==> src/rtl/alu_pkg.sv <==
// Shared ALU definitions for the execute stage.
// Control codes are also consumed by the ALU control decoder.
package alu_pkg;

  localparam logic [3:0] ALU_AND = 4'b0000;
  localparam logic [3:0] ALU_OR  = 4'b0001;
  localparam logic [3:0] ALU_ADD = 4'b0010;
  localparam logic [3:0] ALU_MUL = 4'b0100;
  localparam logic [3:0] ALU_SUB = 4'b0110;

  typedef enum logic [0:0] {
    ST_IDLE = 1'b0,
    ST_MUL  = 1'b1
  } alu_state_t;

endpackage

==> src/rtl/mul_iter.sv <==
// Iterative shift-add multiplier, one partial product per cycle.
// Fixed WIDTH-step latency; product is the low WIDTH bits.
module mul_iter #(
  parameter int WIDTH = 32
) (
  input  logic             clk_i,
  input  logic             rst_i,
  input  logic             start_i,
  input  logic             run_i,
  input  logic             flush_i,
  input  logic [WIDTH-1:0] a_i,
  input  logic [WIDTH-1:0] b_i,
  output logic             done_o,
  output logic [WIDTH-1:0] product_o
);

  localparam int CW = (WIDTH > 1) ? $clog2(WIDTH) : 1;
  localparam logic [CW-1:0] LAST = CW'(WIDTH - 1);

  logic [WIDTH-1:0] r_mcand;
  logic [WIDTH-1:0] r_mplier;
  logic [WIDTH-1:0] r_acc;
  logic [CW-1:0]    r_cnt;
  logic [WIDTH-1:0] w_acc_next;

  // Next accumulator value for the current step
  always_comb begin
    w_acc_next = r_acc;
    if (r_mplier[0]) begin
      w_acc_next = r_acc + r_mcand;
    end
  end

  // Load on start, step while running, clear count on abort
  always_ff @(posedge clk_i or negedge rst_i) begin
    if (!rst_i) begin
      r_mcand  <= '0;
      r_mplier <= '0;
      r_acc    <= '0;
      r_cnt    <= '0;
    end else if (flush_i) begin
      r_cnt    <= '0;
    end else if (start_i) begin
      r_mcand  <= a_i;
      r_mplier <= b_i;
      r_acc    <= '0;
      r_cnt    <= '0;
    end else if (run_i) begin
      r_acc    <= w_acc_next;
      r_mcand  <= r_mcand << 1;
      r_mplier <= r_mplier >> 1;
      r_cnt    <= r_cnt + 1'b1;
    end
  end

  assign done_o    = run_i & ~flush_i & (r_cnt == LAST);
  assign product_o = w_acc_next;

endmodule

==> src/rtl/alu_exec_unit.sv <==
// Execute-stage ALU: single-cycle ADD/SUB/AND/OR, iterative MUL.
// Stalls the pipeline while a multiply is in flight.
module alu_exec_unit
  import alu_pkg::*;
#(
  parameter int WIDTH = 32
) (
  input  logic             clk_i,
  input  logic             rst_i,
  input  logic             valid_i,
  input  logic [3:0]       ALUCtrl_i,
  input  logic [WIDTH-1:0] data1_i,
  input  logic [WIDTH-1:0] data2_i,
  input  logic             flush_i,
  output logic             ready_o,
  output logic             stall_o,
  output logic             valid_o,
  output logic [WIDTH-1:0] data_o,
  output logic             zero_o
);

  alu_state_t       r_state;
  alu_state_t       w_state_nxt;
  logic             r_valid;
  logic [WIDTH-1:0] r_data;

  logic             w_accept;
  logic             w_is_mul;
  logic             w_mul_start;
  logic             w_single;
  logic             w_mul_run;
  logic             w_mul_done;
  logic [WIDTH-1:0] w_mul_prod;
  logic [WIDTH-1:0] w_alu_res;

  assign w_accept    = (r_state == ST_IDLE) & valid_i & ~flush_i;
  assign w_is_mul    = (ALUCtrl_i == ALU_MUL);
  assign w_mul_start = w_accept & w_is_mul;
  assign w_single    = w_accept & ~w_is_mul;
  assign w_mul_run   = (r_state == ST_MUL);

  mul_iter #(
    .WIDTH(WIDTH)
  ) u_mul (
    .clk_i    (clk_i),
    .rst_i    (rst_i),
    .start_i  (w_mul_start),
    .run_i    (w_mul_run),
    .flush_i  (flush_i),
    .a_i      (data1_i),
    .b_i      (data2_i),
    .done_o   (w_mul_done),
    .product_o(w_mul_prod)
  );

  // Single-cycle result; unknown codes yield zero
  always_comb begin
    w_alu_res = '0;
    case (ALUCtrl_i)
      ALU_ADD: w_alu_res = data1_i + data2_i;
      ALU_SUB: w_alu_res = data1_i - data2_i;
      ALU_AND: w_alu_res = data1_i & data2_i;
      ALU_OR:  w_alu_res = data1_i | data2_i;
      default: w_alu_res = '0;
    endcase
  end

  // State register
  always_ff @(posedge clk_i or negedge rst_i) begin
    if (!rst_i) begin
      r_state <= ST_IDLE;
    end else begin
      r_state <= w_state_nxt;
    end
  end

  // Next-state: flush beats both accept and the final MUL step
  always_comb begin
    w_state_nxt = r_state;
    unique case (r_state)
      ST_IDLE: begin
        if (w_mul_start) begin
          w_state_nxt = ST_MUL;
        end
      end
      ST_MUL: begin
        if (flush_i || w_mul_done) begin
          w_state_nxt = ST_IDLE;
        end
      end
    endcase
  end

  // Handshake outputs follow the state
  always_comb begin
    ready_o = 1'b0;
    stall_o = 1'b0;
    unique case (r_state)
      ST_IDLE: ready_o = 1'b1;
      ST_MUL:  stall_o = 1'b1;
    endcase
  end

  // Result register: valid pulses, data holds between results
  always_ff @(posedge clk_i or negedge rst_i) begin
    if (!rst_i) begin
      r_valid <= 1'b0;
      r_data  <= '0;
    end else begin
      r_valid <= w_single | w_mul_done;
      if (w_single) begin
        r_data <= w_alu_res;
      end else if (w_mul_done) begin
        r_data <= w_mul_prod;
      end
    end
  end

  assign valid_o = r_valid;
  assign data_o  = r_data;
  assign zero_o  = (r_data == '0);

endmodule
==> config.mk <==
export PLATFORM = sky130hd
export DESIGN_NAME = alu_exec_unit
export DESIGN_NICKNAME = d
export VERILOG_FILES = /design/src/rtl/alu_pkg.sv /design/src/rtl/mul_iter.sv /design/src/rtl/alu_exec_unit.sv
export SDC_FILE = /design/constraint.sdc
export NUM_CORES = 1
export LEC_CHECK = 0
export BUFFER_PORTS_ARGS = -buffer_cell sky130_fd_sc_hd__buf_2
export CAP_MARGIN = 20
export CORE_MARGIN = 8
export CORE_UTILIZATION = 45
export CTS_CLUSTER_SIZE = 25
export DETAILED_ROUTE_END_ITERATION = 6
export PLACE_DENSITY = 0.67
export SYNTH_ARGS = -nofsm -noshare
export SYNTH_HDL_FRONTEND = slang
export SYNTH_SLANG_ARGS = --single-unit
export TNS_END_PERCENT = 10
==> constraint.sdc <==
create_clock -name clk_i -period 4.48 [get_ports clk_i]
set_input_delay 0.224 -clock clk_i [delete_from_list [all_inputs] [get_ports clk_i]]
set_output_delay 0.224 -clock clk_i [all_outputs]
set_load 0.01 [all_outputs]
==> flow_metrics.env, run 1 <==
export IMPL_p_int_uw=3610
export IMPL_path_class="in -> reg"
export IMPL_rsz0062_at_grt="no"
export IMPL_grt_usage=0.227
export IMPL_comb_power_share=0.477
export IMPL_hold_path_class="in -> reg"
export IMPL_synthesis_nets=1400
export IMPL_nets=1470
export IMPL_hold_violations=0
export IMPL_wire_per_inst_um=19.4
export IMPL_critPathArrivalTime_ns=4.16
export IMPL_final_antenna_net_count=0
export IMPL_yosysMostFrequentCell="nor2_1"
export IMPL_synth_top_area_frac=0.321
export IMPL_io_buffers=107
export IMPL_outcome="complete, no violations"
export IMPL_clockBufferDepth=2
export IMPL_die_width_um=169
export IMPL_setup_viol=0
export IMPL_hold_ws_ns=0.0364
export IMPL_skew_ns=0.0105
export IMPL_cap_viol_max_count=0
export IMPL_start_util=0.454
export IMPL_die_area_mm2=0.0286
export IMPL_async_flop_share=1.00
export IMPL_crit_slowest_cell="or3_1"
export IMPL_cp_max_fo=6
export IMPL_slew_viol_final=0
export IMPL_gp_congestion=0.918
export IMPL_synth_seq_area_share=0.321
export IMPL_crit_end="data_o[28]"
export IMPL_vias_per_cell=5.93
export IMPL_synth_distinct_cells=79
export IMPL_r2r_cells=11
export IMPL_final_setup_tns_ns=0
export IMPL_clkSinkCount=135
export IMPL_yosys_most_used_dff="dfrtp_1"
export IMPL_p_leak_uw=0.00542
export IMPL_dr_pass1_iters=6
export IMPL_via_count=9880
export IMPL_die_h_um=169
export IMPL_cp_cell_sequence="buf_2, inv_1, ha_1, nor2b_1, nand2_1, nor4_2, inv_1, nor3b_1, nand2b_1, or3_1, o21ai_0, xor2_1, ha_1, buf_4, o21a_1, o21a_1, o21ai_0, o211ai_1, and4b_1, o32ai_1, a31oi_1"
export IMPL_rows=56
export IMPL_grt_max_degree=104
export IMPL_synth_edf_count=0
export IMPL_swShare=0.437
export IMPL_p_clk_frac=0.212
export IMPL_cts_htree_levels=4
export IMPL_tightest_slew_ns=1.02
export IMPL_core_area_mm2=0.0232
export IMPL_yosysWarnings=0
export IMPL_end_kind="register"
export IMPL_clkLatencyLatePin_ns=0.43
export IMPL_start_kind="input port"
export IMPL_cp_data_required_time_ns=4.77
export IMPL_slowest_delay_ns=0.38
export IMPL_yosys_register_bits=135
export IMPL_syn_area_per_cell_um2=8.37
export IMPL_grt_first_pass_wirelength_um=52000
export IMPL_synthTopCellsByArea="dfrtp_1 (32%), ha_1 (8.0%), nor2_1 (6.6%)"
export IMPL_power_density_mw_per_mm2=538
export IMPL_p_seq_frac=0.311
export IMPL_grt_overflow=0
export IMPL_wl_um=32200
export IMPL_dp_hpwl_um=24500
export IMPL_synth_commonest_cells="nor2_1 (185), dfrtp_1 (135), a21oi_1 (96), o21ai_0 (84), nand2_1 (75)"
export IMPL_cts_root_buf="clkbuf_16"
export IMPL_cts_made_buffers=17
export IMPL_initialDrtViolationCount=814
export IMPL_worstReg2RegEnd="data_o[31]"
export IMPL_finalCriticalPeriod_ns=3.86
export IMPL_area_growth_syn_to_layout_pct=13.2
export IMPL_nFillCells=2219
export IMPL_postCtsSetupBuffers=0
export IMPL_max_freq_mhz=259
export IMPL_switchingPower_uw=2800
export IMPL_antenna_found_initial=4
export IMPL_r2r_start="u_mul.r_acc[1]"
export IMPL_drc_errors=0
export IMPL_max_slew_margin=0.318
export IMPL_rrSetupSlack_ns=1.07
export IMPL_grt_pass1_vias=9511
export IMPL_peakVddDrop_v=0.000281
export IMPL_crit_path_start="data2_i[0]"
export IMPL_synth_top_cell_by_area="dfrtp_1"
export IMPL_fin_crit_sh=0.862
export IMPL_synthCells=1259
export IMPL_io_pins=108
export IMPL_cts_tree="yes"
export IMPL_netlist_area_mm2=0.0105
export IMPL_path_clk_slew_ns=0.07
export IMPL_drive_gt1_frac=0.141
[flip-flops by register name (all words and copies together) (netlist names)]
name            flops
data_o             32
u_mul.r_acc        32
u_mul.r_mcand      32
u_mul.r_mplier     32
u_mul.r_cnt         5
r_state             1
valid_o             1
[cell usage in the layout (no fill, tap or decap), types with 24 or more instances in the layout]
master,n
xnor2_1,54
mux2i_1,24
nand3_1,32
dfrtp_1,134
maj3_1,31
ha_1,67
nor2_1,185
xor2_1,35
a21oi_1,96
o21ai_0,84
a21o_1,38
o22ai_1,65
nand2_1,73
buf_2,106
[critical path, delay by kind of cell]
kind / cells / cell delay, ns
adder cells (fa/ha/maj): 2 / 0.41
AO/OA/AOI/OAI: 7 / 1.22
AND/OR/NAND/NOR: 7 / 1.64
buffers and inverters: 4 / 0.47
XOR/XNOR: 1 / 0.17
[cell type report]
type	instances	area, µm²	share of cell area
multi-input cells	1027	6800	0.571
flip-flops and latches	135	3380	0.283
repair buffers	126	691	0.0579
clock buffers	17	425	0.0357
well taps	319	399	0.0335
clock inverters	15	133	0.0111
inverters	22	82.6	0.00693
diodes	4	10.0	0.000839
[worst min path at each step]
stage / from / to / slack, ns / cells after the start
floorplan: rst_i / data_o[0] / -0.07 / 0
global placement: rst_i / u_mul.r_mplier[2] / 0.41 / 1
detailed placement: rst_i / u_mul.r_mplier[1] / 0.42 / 1
CTS: data2_i[31] / u_mul.r_mplier[31] / 0.03 / 3
global route: data2_i[31] / u_mul.r_mplier[31] / 0.05 / 3
finish: data2_i[31] / u_mul.r_mplier[31] / 0.04 / 3
[power groups by stage]
stage / clock, µW / sequential [µW] / combinational [µW]
3_3_place_gp: 0 / 1990 / 2960
4_1_cts: 1380 / 1980 / 3030
6_report: 1360 / 1990 / 3060
5_1_grt: 1430 / 2040 / 3410
2_1_floorplan: 0 / 1920 / 2220
3_5_place_dp: 0 / 2000 / 3010
[repair_timing]
action	4_1_cts	5_1_grt
resized for setup	0	0
endpoints found under the hold margin	99	0
endpoints found under the setup margin	0	0
hold buffers	1	0
[metal layers]
metal | GRT usage | up-vias | routed length (µm)
met5 | 0 | - | 0
met4 | 0.0916 | 0 | 996
met3 | 0.0335 | 52 | 1960
met2 | 0.344 | 366 | 14500
met1 | 0.319 | 4689 | 14800
li1 | - | 4773 | -
[cells by family (layout without fill, tap and decap cells)]
group | after synthesis | in the layout | share of synthesized area
other | 0 | 4 | 0
flip-flops | 135 | 135 | 0.321
XOR/XNOR | 90 | 90 | 0.0756
buffers and inverters | 97 | 180 | 0.0354
AND/OR/NAND/NOR | 403 | 403 | 0.180
AO/OA/AOI/OAI | 408 | 408 | 0.250
multiplexers | 26 | 26 | 0.0249
adder cells (fa/ha/maj) | 100 | 100 | 0.113
[stage by stage]
stage,util,total power [µW],area [µm²],setup WS [ns],cells
global placement,0.489,4950,11300,0.311,1627
floorplan,-,4130,10500,0.571,1259
global route,0.514,6880,11900,0.282,1665
finish,0.514,6410,11900,0.617,1665
detailed placement,0.489,5000,11300,0.192,1627
CTS,0.513,6390,11900,0.640,1660
Power figures use the tool's default switching activity.
==> run 2, diff against run 1 <==
- MAX_ROUTING_LAYER: not set -> met4
==> run 2 against run 1 <==
Critical path depth is 1 higher; global-route usage is 0.42 points higher; routed wire length hardly changed; die area stayed put; cell area is 0.87% higher; via count hardly changed; clock skew is 0.0020 ns lower; non-clock buffer count is 1 higher; clock power is 18% higher; critical path type unchanged; critical endpoint is now data_o[30].
==> flow_metrics.env, run 2 (synthesized netlist as in run 1, its figures left out) <==
export IMPL_cts_htree_levels=4
export IMPL_max_slew_margin=0.307
export IMPL_start_kind="input port"
export IMPL_die_width_um=169
export IMPL_p_leak_uw=0.00547
export IMPL_crit_path_start="data2_i[0]"
export IMPL_hold_ws_ns=0.0667
export IMPL_gp_congestion=0.918
export IMPL_hold_violations=0
export IMPL_via_count=9872
export IMPL_max_freq_mhz=259
export IMPL_comb_power_share=0.459
export IMPL_cts_tree="yes"
export IMPL_die_area_mm2=0.0286
export IMPL_layout_common_cells="nor2_1 (185), dfrtp_1 (134), buf_2 (106)"
export IMPL_switchingPower_uw=2780
export IMPL_cp_max_fo=5
export IMPL_wl_um=32200
export IMPL_start_util=0.454
export IMPL_clkLatencyLatePin_ns=0.42
export IMPL_multi_input_area_mm2=0.00680
export IMPL_layout_cells_most_common="nor2_1"
export IMPL_area_growth_syn_to_layout_pct=14.2
export IMPL_r2r_start="u_mul.r_acc[1]"
export IMPL_grt_max_degree=108
export IMPL_swShare=0.417
export IMPL_nets=1471
export IMPL_seqCellArea_mm2=0.00338
export IMPL_cts_root_buf="clkbuf_16"
export IMPL_grt_pass1_vias=9236
export IMPL_hp_start="data2_i[31]"
export IMPL_finalCriticalPeriod_ns=3.86
export IMPL_critPathArrivalTime_ns=4.14
export IMPL_clockBufferDepth=2
export IMPL_dp_hpwl_um=24400
export IMPL_path_clk_slew_ns=0.06
export IMPL_drive_gt1_frac=0.141
export IMPL_dr_pass1_iters=5
export IMPL_cts_made_buffers=17
export IMPL_p_clk_frac=0.241
export IMPL_rrSetupSlack_ns=1.07
export IMPL_place_ws_ns=0.217
export IMPL_initialDrtViolationCount=777
export IMPL_power_density_mw_per_mm2=554
export IMPL_p_int_uw=3890
export IMPL_drc_errors=0
export IMPL_io_pins=108
export IMPL_grt_overflow=0
export IMPL_peakVddDrop_v=0.000281
export IMPL_hold_buffers=1
export IMPL_nFillCells=2215
export IMPL_cp_data_required_time_ns=4.75
export IMPL_core_area_mm2=0.0232
export IMPL_grt_usage=0.231
export IMPL_path_class="in -> reg"
export IMPL_rows=56
export IMPL_clkSinkCount=135
export IMPL_final_setup_tns_ns=0
export IMPL_skew_ns=0.00846
export IMPL_vias_per_cell=5.94
export IMPL_io_buffers=107
export IMPL_ctsResizeCount=0
export IMPL_end_kind="register"
export IMPL_hold_path_class="in -> reg"
export IMPL_outcome="complete, no violations"
export IMPL_setup_ws_ns=0.618
export IMPL_grt_first_pass_wirelength_um=51100
export IMPL_rsz0062_at_grt="no"
export IMPL_final_antenna_net_count=0
export IMPL_p_seq_frac=0.300
export IMPL_postCtsSetupBuffers=0
export IMPL_tightest_slew_ns=1.03
export IMPL_antenna_found_initial=1
export IMPL_setup_viol=0
export IMPL_die_h_um=169
export IMPL_wire_per_inst_um=19.4
export IMPL_slew_viol_final=0
export IMPL_cap_viol_max_count=0
export IMPL_fin_crit_sh=0.862
==> run 2: power groups by stage <==
stage	logic, µW	clock network [µW]	registers, µW
after detailed placement	3000	0	2000
final	3060	1610	2000
after global placement	2950	0	2000
after global routing	3390	1680	2040
after CTS	3030	1630	1990
after floorplan	2220	0	1920
==> run 2: metal layers <==
metal	part of all wire	global-route usage	vias to the layer above
met1	0.47	0.320	4730
met2	0.45	0.347	322
met4	0.024	0.0750	0
met5	0	-	-
met3	0.053	0.0268	46
li1	-	-	4774
==> run 2: layout make-up <==
type | count | share of cell area
Timing Repair Buffer | 127 | 0.0577
Clock buffer | 17 | 0.0354
Antenna cell | 1 | 0.000208
Tap cell | 319 | 0.0332
Multi-Input combinational cell | 1027 | 0.566
Inverter | 22 | 0.00687
Clock inverter | 15 | 0.0200
Sequential cell | 135 | 0.281
==> run 2: critical path: stages <==
cell and delay [ns]:
buf_2 0.13, inv_1 0.08, ha_1 0.15, nor2b_1 0.21
nand2_1 0.11, nor4_2 0.24, inv_1 0.11, nor3b_1 0.29
nand2b_1 0.14, or3_1 0.39, o21ai_0 0.21, xor2_1 0.17
ha_1 0.26, a21o_1 0.17, a21o_1 0.20, a21o_1 0.18
a21oi_1 0.14, o21a_1 0.14, o31ai_1 0.08, xnor2_1 0.14
a221oi_1 0.28, a311oi_1 0.09
==> run 2: path summary, 6_finish.rpt <==
path,endpoint,depth (start not counted)
min in group asynchronous,u_mul.r_mplier[1],2
max,data_o[30],22
min reg2reg,u_mul.r_mplier[18],2
min,u_mul.r_mplier[31],3
max reg2reg,data_o[31],11
max in group asynchronous,u_mul.r_mcand[17],3
==> run 2: per-stage QoR <==
stage	util	instance area (µm²)	cells	total power, µW
2_1_floorplan	-	10500	1259	4130
3_3_place_gp	0.489	11300	1628	4950
3_5_place_dp	0.489	11300	1628	5000
4_1_cts	0.518	12000	1661	6640
5_1_grt	0.519	12000	1663	7110
6_report	0.519	12000	1663	6660
